<file path="config.mk">
export PLATFORM = sky130hd
export DESIGN_NAME = bs_pipe_ctrl
export DESIGN_NICKNAME = d
export VERILOG_FILES = /design/src/rtl/bs_pkg.sv /design/src/rtl/bs_valid_pipe.sv /design/src/rtl/bs_pipe_ctrl.sv
export SDC_FILE = /design/constraint.sdc
export NUM_CORES = 1
export LEC_CHECK = 0
export BUFFER_PORTS_ARGS = -buffer_cell sky130_fd_sc_hd__buf_2
export CAP_MARGIN = 20
export CORE_AREA = 4 4 113 196
export CTS_CLUSTER_DIAMETER = 40
export CTS_CLUSTER_SIZE = 25
export DETAILED_ROUTE_END_ITERATION = 6
export DIE_AREA = 0 0 117 200
export HOLD_SLACK_MARGIN = 0.03
export PLACE_DENSITY_LB_ADDON = 0.3
export SLEW_MARGIN = 20
export SYNTH_ARGS = -nofsm -noshare
export SYNTH_HDL_FRONTEND = slang
export SYNTH_SLANG_ARGS = --single-unit
</file>
<file path="constraint.sdc">
create_clock -name clk -period 3.13 [get_ports clk]
set_clock_uncertainty 0.2 [all_clocks]
set_input_delay 0.1565 -clock clk [delete_from_list [all_inputs] [get_ports clk]]
set_output_delay 0.1565 -clock clk [all_outputs]
set_load 0.02 [all_outputs]
</file>
<file path="src/rtl/bs_pkg.sv">
// bs_pkg: shared command codes, state encodings and datapath latency constants
package bs_pkg;
  localparam logic [3:0] CMD_RUN   = 4'd1;
  localparam logic [3:0] CMD_ACK   = 4'd2;
  localparam logic [3:0] CMD_ABORT = 4'd3;
  typedef enum logic [3:0] {
    ST_IDLE     = 4'd0,
    ST_RUNNING  = 4'd1,
    ST_COMPLETE = 4'd2,
    ST_DRAIN    = 4'd3
  } state_t;
  localparam int MULT_LAT = 5;
  localparam int EXP_LAT  = 17;
  localparam int SUB_LAT  = 7;
  // mult -> exp -> mult -> sub -> mult
  localparam int PIPE_LAT_DEF = 3 * MULT_LAT + EXP_LAT + SUB_LAT;
endpackage

</file>
<file path="src/rtl/bs_valid_pipe.sv">
// bs_valid_pipe: valid-bit shadow of the datapath, advancing only on enabled cycles
module bs_valid_pipe #(
  parameter int DEPTH = 39
) (
  input  logic clk,
  input  logic clr,
  input  logic en,
  input  logic din,
  output logic tail,
  output logic busy
);
  logic [DEPTH-1:0] sr;
  // shift a valid bit in per enabled cycle; clear drops everything in flight
  always_ff @(posedge clk) begin
    if (clr) sr <= '0;
    else if (en) sr <= (sr << 1) | DEPTH'(din);
  end
  assign tail = sr[DEPTH-1];
  assign busy = |sr;
endmodule

</file>
<file path="src/rtl/bs_pipe_ctrl.sv">
// bs_pipe_ctrl: run controller streaming samples through a fixed-latency payoff datapath
module bs_pipe_ctrl
  import bs_pkg::*;
#(
  parameter int DW       = 32,
  parameter int PIPE_LAT = PIPE_LAT_DEF,
  parameter int CNT_W    = 16,
  parameter bit CLAMP    = 1'b1
) (
  input  logic             clk,
  input  logic             reset,
  input  logic [3:0]       cmd,
  input  logic [CNT_W-1:0] num_samples,
  output logic [3:0]       status,
  input  logic             in_valid,
  input  logic [DW-1:0]    in_data,
  output logic             in_ready,
  output logic [DW-1:0]    dp_din,
  output logic             dp_clk_en,
  input  logic [DW-1:0]    dp_dout,
  output logic             out_valid,
  output logic [DW-1:0]    out_data,
  input  logic             out_ready,
  output logic [CNT_W-1:0] retired
);
  state_t state, nxt;
  logic [CNT_W-1:0] num_l, issued;
  logic en, abort, hs_in, hs_out, tail, busy;
  assign en        = ~(out_valid & ~out_ready);
  assign abort     = (cmd == CMD_ABORT) && (state == ST_RUNNING || state == ST_DRAIN);
  assign in_ready  = (state == ST_RUNNING) && (issued < num_l) && en;
  assign hs_in     = in_valid & in_ready;
  assign hs_out    = out_valid & out_ready;
  assign dp_din    = in_data;
  assign dp_clk_en = en;
  assign status    = state;
  bs_valid_pipe #(.DEPTH(PIPE_LAT)) u_vld (
    .clk  (clk),
    .clr  (reset | abort),
    .en   (en),
    .din  (hs_in),
    .tail (tail),
    .busy (busy)
  );
  // next state: a run ends only once every issued sample has been delivered
  always_comb begin
    nxt = state;
    case (state)
      ST_IDLE:     nxt = (cmd == CMD_RUN) ? ST_RUNNING : ST_IDLE;
      ST_RUNNING:  nxt = abort ? ST_IDLE : (issued == num_l) ? ST_DRAIN : ST_RUNNING;
      ST_DRAIN:    nxt = abort ? ST_IDLE :
                         (retired == num_l && !out_valid && !busy) ? ST_COMPLETE : ST_DRAIN;
      ST_COMPLETE: nxt = (cmd == CMD_ACK) ? ST_IDLE : ST_COMPLETE;
      default:     nxt = ST_IDLE;
    endcase
  end
  // state register
  always_ff @(posedge clk) begin
    if (reset) state <= ST_IDLE;
    else state <= nxt;
  end
  // run length latch and issue/retire counters, restarted on RUN
  always_ff @(posedge clk) begin
    if (reset) begin
      num_l   <= '0;
      issued  <= '0;
      retired <= '0;
    end else if (state == ST_IDLE) begin
      num_l <= num_samples;
      if (cmd == CMD_RUN) begin
        issued  <= '0;
        retired <= '0;
      end
    end else begin
      if (hs_in) issued <= issued + 1'b1;
      if (hs_out) retired <= retired + 1'b1;
    end
  end
  // output register: reload on retire, drop valid once taken, flush on abort
  always_ff @(posedge clk) begin
    if (reset) begin
      out_valid <= 1'b0;
      out_data  <= '0;
    end else if (abort) out_valid <= 1'b0;
    else if (en && tail) begin
      out_valid <= 1'b1;
      out_data  <= (CLAMP && dp_dout[DW-1]) ? '0 : dp_dout;
    end else if (hs_out) out_valid <= 1'b0;
  end
endmodule

</file>
==> flow_summary_export.csv <==
group,metric,value,unit
logic_synthesis,synth_top_area_frac,0.425,
die,dieArea,23400,µm²
worst_setup_path,crit_required,3.29,ns
timing,drv_slew,0,
die,die_h,200,µm
finish,final_nets,930,
placed_design,place_congestion,0.838,
timing,worst_pin_slew,0.735,ns
global_routing,grt_pass1_wl,25.7,mm
drt,drc,0,
global_routing,overflow,0,
die,die_w,117,µm
timing,setup_viol,0,
clock_network,post_cts_buffers,0,
drt,wl_per_cell,14.6,µm
die,pin_count,175,
clock_network,clk_latency,0.42,ns
drt,drtIter0Drc,211,
logic_synthesis,post-synth-top-area-cell,"dfxtp_1",
logic_synthesis,synth_edf_count,0,
worst_setup_path,worst_setup_path_start_kind,"flip-flop",
die,coreArea,20700,µm²
logic_synthesis,synth_area_per_cell,8.11,µm²
clock_network,cts_max_level,4,
global_routing,grt_max_degree,63,
clock_network,path_clk_slew,0.06,ns
finish,drive_gt1_frac,0.198,
logic_synthesis,synthArstFlopShare,0,
logic_synthesis,syn_area,5700,µm²
worst_setup_path,end_kind,"flip-flop",
timing,slew_headroom,0.510,
logic_synthesis,synthFlopType,"dfxtp_1",
flow_run,maxCapViolations,0,
power,p_leak,3.01,nW
power,p_per_area,509,nW/µm²
placed_design,placed_area,6220,µm²
logic_synthesis,yosysSeqAreaShare,0.425,
outcome,status,"complete, no violations",
drt,vias,5154,
logic_synthesis,synthCells,703,
placed_design,dp_hpwl,11.3,mm
worst_setup_path,path_class,"reg -> reg",
clock_network,clockRootBuffer,"clkbuf_16",
placed_design,numPortBuffers,107,
worst_setup_path,crit_arrival,3.03,ns
finish,num_antenna_cells,0,
global_routing,grt_pass1_vias,5182,
logic_synthesis,yosys-top-cells-area,"dfxtp_1, nand2_1, a21oi_1, buf_4, nor3b_1",
finish,fin_area,7410,µm²
global_routing,antenna_found_initial,0,
die,rows,70,
drt,first_pass_iters,4,
logic_synthesis,synthTopCellsByCount,"nand2_1, dfxtp_1, a21oi_1",
logic_synthesis,ys_seq_elements,121,
global_routing,global_route.usage.total,0.140,
timing,whs,0.0742,ns
drt,antenna_left,0,
logic_synthesis,yosysWarnings,0,
worst_hold_path,holdCritPathClass,"in -> reg",
clock_network,tritoncts_num_sinks,121,
timing,min_period_over_period,0.919,
drt,vias_per_cell,4.73,
logic_synthesis,synth_cell_types,52,
timing,rsz0062_at_grt,"no",
clock_network,cts_inserted_buffers,17,
die,initial_utilization,0.276,
timing,hold_viol,0,
worst_setup_path,cp_max_fo,16,
logic_synthesis,synth_most_common_cell,"nand2_1",
clock_network,cts_tree,"yes",
drt,wl,15.9,mm
timing,min_period,2.88,ns
timing,tns,0,ns
finish,area_growth,29.9,%
power,peakVddDrop,0.347,mV
clock_network,clock_path_buffers,2,
timing,fmax,0.348,GHz
cells by family after synthesis:
group           Yosys count  synth area share
flops                   121             0.425
mux                       1           0.00198
buf+inv                  93            0.0856
xor+xnor                 30            0.0461
compound gates          136             0.139
simple gates            303             0.262
other cells               1          0.000658
fa+ha+maj                18            0.0395
cells in the final DEF (no fill, tap or decap), drive strengths merged, types with 3 or more instances in the layout:
| master | n |
|---|---|
| o22a | 11 |
| ha | 18 |
| nor2 | 59 |
| a21oi | 97 |
| clkinv | 4 |
| a21bo | 3 |
| clkinvlp | 4 |
| xnor2 | 16 |
| nand3 | 14 |
| nor3 | 7 |
| nand4 | 15 |
| dfxtp | 121 |
| nand2b | 4 |
| nor4 | 15 |
| xor2 | 14 |
| o21ai | 13 |
| and3 | 10 |
| nand2 | 130 |
| nor2b | 3 |
| clkbuf | 20 |
| nor3b | 35 |
| dlygate4sd3 | 57 |
| buf | 116 |
| conb | 3 |
| inv | 22 |
area by class of cell:
| type | count | area, µm² |
|---|---|---|
| Tap cell | 252 | 315 |
| Multi-Input combinational cell | 491 | 2820 |
| Sequential cell | 121 | 2420 |
| Timing Repair Buffer | 173 | 1170 |
| Clock buffer | 20 | 457 |
| Clock inverter | 12 | 143 |
| Inverter | 20 | 75.1 |
| Fill cell | 2159 | 13300 |
per-stage QoR:
stage / cells / total power [mW] / util / setup WS [ns]
CTS: 1089 / 3.82 / 0.358 / 0.0434
global placement: 1000 / 1.77 / 0.301 / 0.428
global route: 1089 / 3.91 / 0.358 / 0.0474
detailed placement: 1000 / 1.77 / 0.301 / 0.373
floorplan: 705 / 1.76 / - / 0.838
finish: 1089 / 3.77 / 0.358 / 0.255
final timing paths:
check / startpoint / to / slack, ns / cells after the start
worst max-delay path: num_l[11]$_SDFFE_PP0P_ / issued[1]$_SDFFE_PP0P_ / 0.25 / 9
worst min-delay path: cmd[2] / retired[1]$_SDFFE_PP0P_ / 0.07 / 5
worst max register to register: num_l[11]$_SDFFE_PP0P_ / issued[1]$_SDFFE_PP0P_ / 0.25 / 9
worst min register to register: u_vld.sr[14]$_SDFFE_PP0N_ / u_vld.sr[14]$_SDFFE_PP0N_ / 0.27 / 2
registers in the layout, summed over array words and instances, names as in the netlist:
signal and flops:
issued 16, num_l 16, out_data 31, out_valid 1, retired 16, status 2
u_vld.sr 39
metal layers:
metal / vias up / GRT usage / wire [µm]
met5: - / 0 / 0
met4: 0 / 0.0646 / 403
met3: 30 / 0.0377 / 831
met2: 132 / 0.242 / 8170
met1: 2391 / 0.157 / 6520
li1: 2601 / - / -
power breakdown:
| part | leakage, nW | internal (mW) | switching, mW | total (mW) |
|---|---|---|---|---|
| clock network | 0.279 | 1.22 | 0.756 | 1.98 |
| registers | 0.979 | 1.55 | 0.0142 | 1.57 |
| logic | 1.75 | 0.114 | 0.111 | 0.225 |
| total | 3.01 | 2.89 | 0.881 | 3.77 |
critical path, cell delays in order (launching register included):
cell,delay [ns]
dfxtp_1,0.36
inv_1,0.06
ha_1,0.31
nand4_1,0.19
nor4_2,0.38
a21boi_1,0.24
nand4b_4,0.28
nand3_1,0.11
a21oi_1,0.14
dlygate4sd3_1,0.55
timing repair:
action,CTS,global route
gates resized for setup,0,2
setup endpoints to repair,0,1
hold buffers,57,0
hold endpoints to repair,51,0
No activity file was read; power rests on OpenSTA's default activity.
